### config.mk
export PLATFORM = sky130hd
export DESIGN_NAME = mem_arbiter
export DESIGN_NICKNAME = d
export VERILOG_FILES = /design/src/rtl/arb_pkg.sv /design/src/rtl/arb_timer.sv /design/src/rtl/mem_arbiter.sv
export SDC_FILE = /design/constraint.sdc
export NUM_CORES = 1
export LEC_CHECK = 0
export BUFFER_PORTS_ARGS = -buffer_cell sky130_fd_sc_hd__clkbuf_2
export CORE_AREA = 5 5 58 111
export DETAILED_ROUTE_END_ITERATION = 6
export DIE_AREA = 0 0 63 116
export PLACE_DENSITY = 0.81
export SYNTH_ARGS = -nofsm -noshare
export SYNTH_HDL_FRONTEND = slang
export SYNTH_SLANG_ARGS = --single-unit
### constraint.sdc
create_clock -name clk -period 4.85 [get_ports clk]
set_input_delay 0 -clock clk [delete_from_list [all_inputs] [get_ports clk]]
set_output_delay 0 -clock clk [all_outputs]
set_load 0.03 [all_outputs]
### src/rtl/arb_pkg.sv
// Shared encodings and grant policy for the instruction/data memory arbiter.
package arb_pkg;

    typedef enum logic [1:0] {
        IDLE  = 2'b00,
        ISSUE = 2'b01,
        BUSY  = 2'b10
    } state_t;

    typedef enum logic {
        OWN_I = 1'b0,
        OWN_D = 1'b1
    } owner_t;

    localparam int CNT_W = 8;

    // Data port wins unless the last completed transaction was also data.
    function automatic owner_t pick_owner(input logic if_req, input logic dm_req,
                                          input logic last_d);
        owner_t sel;
        if (dm_req && (!if_req || !last_d))
            sel = OWN_D;
        else
            sel = OWN_I;
        return sel;
    endfunction

endpackage

### src/rtl/arb_timer.sv
// Clear/increment watchdog for the BUSY state of the memory arbiter.
module arb_timer
    import arb_pkg::*;
#(
    parameter int TIMEOUT = 16
) (
    input  logic clk,
    input  logic rst,
    input  logic clr,
    input  logic inc,
    output logic tc
);

    localparam logic [CNT_W-1:0] TC_PREV = CNT_W'(TIMEOUT - 2);

    logic [CNT_W-1:0] count;

    always_ff @(posedge clk) begin
        if (rst)
            count <= '0;
        else if (clr)
            count <= '0;
        else if (inc)
            count <= count + 1'b1;
    end

    // tc flags the increment that brings the count to TIMEOUT-1.
    assign tc = inc && (count == TC_PREV);

endmodule

### src/rtl/mem_arbiter.sv
// Arbitrates a single-port variable-latency memory between fetch and data ports.
module mem_arbiter
    import arb_pkg::*;
#(
    parameter int AW      = 16,
    parameter int DW      = 16,
    parameter int TIMEOUT = 16
) (
    input  logic          clk,
    input  logic          rst,
    input  logic          if_req,
    input  logic [AW-1:0] if_addr,
    output logic [DW-1:0] if_rdata,
    output logic          if_done,
    output logic          if_stall,
    input  logic          dm_rd,
    input  logic          dm_wr,
    input  logic [AW-1:0] dm_addr,
    input  logic [DW-1:0] dm_wdata,
    output logic [DW-1:0] dm_rdata,
    output logic          dm_done,
    output logic          dm_stall,
    output logic          mem_en,
    output logic          mem_wr,
    output logic [AW-1:0] mem_addr,
    output logic [DW-1:0] mem_wdata,
    input  logic [DW-1:0] mem_rdata,
    input  logic          mem_done,
    output logic          err
);

    state_t state, state_nxt;
    owner_t owner, sel;
    logic   last_d;
    logic   dm_req, illegal, grant, done_any;
    logic   tmr_clr, tmr_inc, tmo;

    assign dm_req   = dm_rd | dm_wr;
    assign illegal  = dm_rd & dm_wr;
    assign done_any = (state == BUSY) && mem_done;
    assign grant    = (state == IDLE) && !err && !illegal && (if_req || dm_req);
    assign sel      = pick_owner(if_req, dm_req, last_d);
    assign tmr_clr  = (state == ISSUE);
    assign tmr_inc  = (state == BUSY) && !mem_done;

    arb_timer #(.TIMEOUT(TIMEOUT)) u_timer (
        .clk (clk),
        .rst (rst),
        .clr (tmr_clr),
        .inc (tmr_inc),
        .tc  (tmo)
    );

    always_ff @(posedge clk) begin
        if (rst)
            state <= IDLE;
        else
            state <= state_nxt;
    end

    always_comb begin
        state_nxt = state;
        unique case (state)
            IDLE:    if (grant) state_nxt = ISSUE;
            ISSUE:   state_nxt = BUSY;
            BUSY:    if (mem_done || tmo) state_nxt = IDLE;
            default: state_nxt = IDLE;
        endcase
    end

    // Command registers are loaded only on a grant and held through BUSY.
    always_ff @(posedge clk) begin
        if (rst) begin
            owner     <= OWN_I;
            last_d    <= 1'b0;
            err       <= 1'b0;
            mem_en    <= 1'b0;
            mem_wr    <= 1'b0;
            mem_addr  <= '0;
            mem_wdata <= '0;
        end else begin
            mem_en <= grant;
            if (grant) begin
                owner <= sel;
                if (sel == OWN_D) begin
                    mem_wr    <= dm_wr;
                    mem_addr  <= dm_addr;
                    mem_wdata <= dm_wdata;
                end else begin
                    mem_wr    <= 1'b0;
                    mem_addr  <= if_addr;
                    mem_wdata <= '0;
                end
            end
            if (done_any)
                last_d <= (owner == OWN_D);
            if (((state == IDLE) && illegal) || tmo)
                err <= 1'b1;
        end
    end

    always_comb begin
        if_done  = done_any && (owner == OWN_I);
        dm_done  = done_any && (owner == OWN_D);
        if_rdata = if_done ? mem_rdata : '0;
        dm_rdata = dm_done ? mem_rdata : '0;
        if_stall = if_req & ~if_done;
        dm_stall = dm_req & ~dm_done;
    end

endmodule

After elaboration in Yosys (flattened, before gate mapping). Cells that the tools add are included.

Add/subtract/negate cells: 1. Equal/unequal tests: 5. Muxes and demuxes: 9. Bitwise logic cells: 7. Reduce and logical (&&, ||, !) cells: 22.

Operators with widths (count): $mux 16 (4); $logic_and 1x1->1 (10); $add 8x1->8 const B (1); $eq 8x4->1 const B (1); $pmux 2 s3 (1); $logic_not 1->1 (5); $logic_or 1x1->1 (4); $mux 2 (2); $and 1x1->1 (3); $not 1->1 (3); $eq 2x1->1 const B (1); $eq 2x2->1 const B (1); $logic_not 2->1 (1); $mux 1 (2); $ne 2x1->1 const B (1); $ne 2x2->1 const B (1); $reduce_and 2->1 (1); $reduce_or 2->1 (1); $or 1x1->1 (1).

Flip-flop bits (word level): 47. Input bits: 70. Output and inout port bits: 71.

Logic depth before layout (Yosys ltp).
Depth after elaboration: 6. Depth in mapped cells: 6.

By module. Synthesis repeated with hierarchy kept, for this count alone.

Cell total of the unflattened synthesis: 265. Area, all modules: 2431.1 sq um.

Modules (own cells, without submodules): mem_arbiter (times used 1, cells an instance 222, area an instance 2050.7 sq um, sequential area each 780.7 sq um); arb_timer (times used 1, cells an instance 43, area an instance 380.4 sq um, sequential area each 160.2 sq um).

Worst setup path after synthesis. Ideal clock, no wire load.

Kind: reg-to-reg. From: register err. To: register mem_addr[2]. Arrival time: 1.478 ns. Required time: 4.717 ns. Path slack: 3.239 ns. Cell stages (with the launch flop): 6. Path buffers: 2. Clock period less this slack: 1.611 ns. Cell sequence: dfxtp_1 or3_1 buf_2 nor3_4 buf_2 a311oi_1.

Cells in the longest elaborated chain, start to end: 4.

RTL lines: start, declared (RTL line mem_arbiter.sv:29) `output logic err`; start signal, assigned (RTL line mem_arbiter.sv:76) `err <= 1'b0;`; start signal, assigned (RTL line mem_arbiter.sv:98) `err <= 1'b1;`; $logic_not 1->1 (RTL line mem_arbiter.sv:41) `assign grant = (state == IDLE) && !err && !illegal && (if_req || dm_req);`; $logic_and 1x1->1 (3 in series) (RTL line mem_arbiter.sv:41); end signal, assigned (RTL line mem_arbiter.sv:87) `mem_addr <= dm_addr;`; end signal, assigned (RTL line mem_arbiter.sv:91) `mem_addr <= if_addr;`; end, declared (RTL line mem_arbiter.sv:25) `output logic [AW-1:0] mem_addr,`.

No other way between the ends. A chain may end at the register's enable or synchronous reset.

Worst setup path after layout.
From: register state[0]. To: register mem_addr[9].

Cells in the longest elaborated chain, start to end: 4.

RTL lines: start, declared (RTL line mem_arbiter.sv:32) `state_t state, state_nxt;`; start signal, assigned (RTL line mem_arbiter.sv:58) `state <= state_nxt;`; $logic_not 2->1 (RTL line mem_arbiter.sv:41); $logic_and 1x1->1 (3 in series) (RTL line mem_arbiter.sv:41).

No other way between the ends.

==> run_results.csv <==
group,metric,value,unit
synthesis,synth_ff_type,"dfxtp_1",
routing,vias_per_cell,5.427,
final_layout,drive_gt1_share,34.14,%
synthesis,synth_top_area_cell,"dfxtp_1",
routing,wl_met3,609,µm
clock_tree,cts_buffers,5,
synthesis,synthTopCellsByArea,"dfxtp_1, and2_1, mux2i_1, a311oi_1, nand2_1",
floorplanning,design.portCount,141,
synthesis,synthMuxAreaShare,6.942,%
timing,fin_crit,2.797,ns
synthesis,yosys.area_share.simple,32.36,%
routing,drtIter0Drc,268,
pwr,p_per_area,280.6,mW/mm²
timing,clock.fmax,357.5,MHz
global_route,antenna_found_initial,0,
worst_setup_path,rrSetupSlack,2.05,ns
synthesis,async_reset_ff_share,0,%
clock_tree,path_clk_slew,0.08,ns
timing,setup_violations,0,
worst_hold_path,holdCritPathClass,"input pin to flip-flop",
routing,wl_met2,4291,µm
timing,rsz0062_at_grt,"false",
synthesis,synth_compound_area_share,15.77,%
final_layout,most-common-layout-cells,"clkbuf_2, dfxtp_1, dlygate4sd3_1, nand2_1, and2_1",
worst_setup_path,timing.critical_path.to,"mem_addr[9]$_SDFFE_PP0P_",
floorplanning,die_area,0.007308,mm²
worst_setup_path,r2r_end,"mem_addr[9]$_SDFFE_PP0P_",
worst_setup_path,setup.worst_path.start,"state[0]$_SDFFE_PP0P_",
worst_setup_path,critical_path_required,5.03,ns
final_layout,num_antenna_cells,0,
synthesis,synth_top_family_by_area,"simple AND/OR/NAND/NOR gates",
synthesis,syn_avg_cell_area,8.540,µm²
placed_design,dp_hpwl,5254,µm
worst_setup_path,arrival,2.97,ns
synthesis,synth-seq-cells,47,
floorplanning,rows,38,
synthesis,syn_nets,359,
synthesis,synth-edff-count,0,
clock_tree,ctsHtreeMaxLevel,2,
timing,tightest_slew,1.178,ns
global_route,grt_overflow,0,
routing,ant_nets,0,
timing,finalHoldViolCount,0,
worst_setup_path,r2r_cells,5,
final_layout,final_nets,528,
job,cap_viol_max_count,0,
placed_design,dpl.cell_count,464,
worst_setup_path,crit_fanout,20,
clock_tree,cts_tree,"done",
worst_hold_path,hp-start,"dm_wdata[2]",
synthesis,syn_inst,287,
floorplanning,die_w,63,µm
run_status,status,"completed",
synthesis,ys_types,32,
timing,drv_slew,0,
clock_tree,clockRootBuffer,"clkbuf_8",
routing,wl_met1,2717,µm
synthesis,synthAdderAreaFrac,1.021,%
worst_setup_path,crit_path_end_kind,"flip-flop",
routing,routed.top_layer,"met4",
global_route,grt_pass1_wl,12650,µm
final_layout,mostFrequentLayoutCell,"clkbuf_2",
synthesis,yosysTopAreaCellShare,38.39,%
synthesis,synth-seq-area-share,38.39,%
final_layout,syn_to_final_growth,50.18,%
timing,fin_crit_sh,57.67,%
synthesis,synth_warnings,0,
timing,fin_worst_skew,0.01185,ns
clock_tree,numClockSinks,47,
worst_setup_path,critical_path_class,"flip-flop to flip-flop",
timing,finalSetupTns,0,ns
synthesis,syn_area,0.002451,mm²
worst_setup_path,r2r_start,"state[0]$_SDFFE_PP0P_",
floorplanning,die_h,116,µm
worst_hold_path,whs_path_depth,3,
pwr,p_leak,1.723,nW
clock_tree,cts_buffer_depth,2,
placed_design,gp_congestion,0.7639,
placed_design,portBuffers,140,
floorplanning,initial_core_util,44.83,%
worst_setup_path,startpoint_type,"flip-flop",
synthesis,synth_xor_area_share,0,%
routing,wl_per_cell,15.20,µm
final_layout,fin_area,0.003681,mm²
routing,drcViolationCount,0,
clock_tree,clkLatencyLatePin,0.30,ns
routing,routed-via-count,2806,
routing,wl,7859,µm
final_layout,fin_cells,517,
timing,max_slew_margin,21.01,%
global_route,grt_max_degree,57,
floorplanning,core-area,0.005468,mm²
clock_tree,cts_setup_buffers,0,
global_route,grtUsageTotal,20.85,%
pwr,vdd_drop_max,0.3105,mV
global_route,grt_pass1_vias,2806,
placed_design,placed_area,0.003132,mm²
routing,dr.pass1.iters,4,
==> per-layer routing <==
metal | track usage (%) | up-vias
met4 | 7.649 | 0
met2 | 39.27 | 135
met3 | 5.044 | 22
li1 | - | 1366
met5 | 0 | -
met1 | 21.90 | 1283
==> per-stage QoR <==
step / hold WS [ns] / total power, W / utilization [%] / setup WS [ns]
6_report: 0.01736 / 0.001033 / 67.32 / 2.053
3_3_place_gp: 0.2516 / 0.0007349 / 57.28 / 2.677
3_5_place_dp: 0.2618 / 0.0007423 / 57.28 / 2.614
2_1_floorplan: 0.1604 / 0.0006543 / - / 3.239
5_1_grt: 0.01250 / 0.001081 / 67.32 / 1.909
4_1_cts: 0.01313 / 0.001035 / 67.32 / 2.054
==> cell families after synthesis <==
kind of cell / Yosys count
AO/OA/AOI/OAI: 57
adder cells (fa/ha/maj): 2
buffers and inverters: 29
flip-flops: 47
multiplexers: 17
AND/OR/NAND/NOR: 135
==> synthesized netlist by cell type (all sizes together), types with 2 or more instances <==
| master | number |
|---|---|
| or3 | 6 |
| a21oi | 13 |
| nor3 | 3 |
| nor2 | 6 |
| o31ai | 5 |
| nand4 | 2 |
| mux2i | 17 |
| o21ai | 4 |
| nand3 | 4 |
| nand2b | 18 |
| nand3b | 17 |
| ha | 2 |
| dfxtp | 47 |
| nor4 | 2 |
| a31oi | 16 |
| or4 | 4 |
| buf | 11 |
| a211oi | 2 |
| inv | 3 |
| a311oi | 15 |
| and2 | 33 |
| nand2 | 35 |
| clkbuf | 15 |
==> registers in the layout (all words and copies together), names as in the netlist <==
register / flops
mem_addr: 16
mem_wdata: 16
u_timer.count: 8
state: 2
err: 1
last_d: 1
mem_en: 1
mem_wr: 1
owner: 1
==> how the worst min path moves through the flow <==
stage | endpoint
global route | mem_wdata[2]$_SDFFE_PP0P_
floorplan | mem_addr[10]$_SDFFE_PP0P_
global placement | mem_addr[5]$_SDFFE_PP0P_
finish | mem_wdata[2]$_SDFFE_PP0P_
CTS | mem_wdata[2]$_SDFFE_PP0P_
detailed placement | mem_addr[1]$_SDFFE_PP0P_
==> final cells by class <==
class | instances | area (µm²)
multi-input cells | 211 | 1381
flip-flops and latches | 47 | 940.9
inverters | 3 | 11.26
fillers | 420 | 1787
clock buffers | 6 | 82.58
repair buffers | 188 | 1174
well taps | 60 | 75.07
clock inverters | 2 | 16.27
==> what timing repair did <==
action / CTS / global route
resized for setup: 0 / 0
hold buffers: 45 / 0
hold endpoints to repair: 30 / 0
==> critical path, stage by stage (launching register included) <==
cell	delay [ns]
dfxtp_1	0.38
or3_1	0.49
nor3_4	0.67
buf_4	0.38
a311oi_1	0.13
dlygate4sd3_1	0.62
==> power by group <==
group          total [W]  internal, W  switching (W)
logic           0.000336     0.000139       0.000196
clock network   0.000251     0.000117       0.000135
registers       0.000446     0.000423      0.0000234
Note: power is estimated with default switching activity, not from simulation.
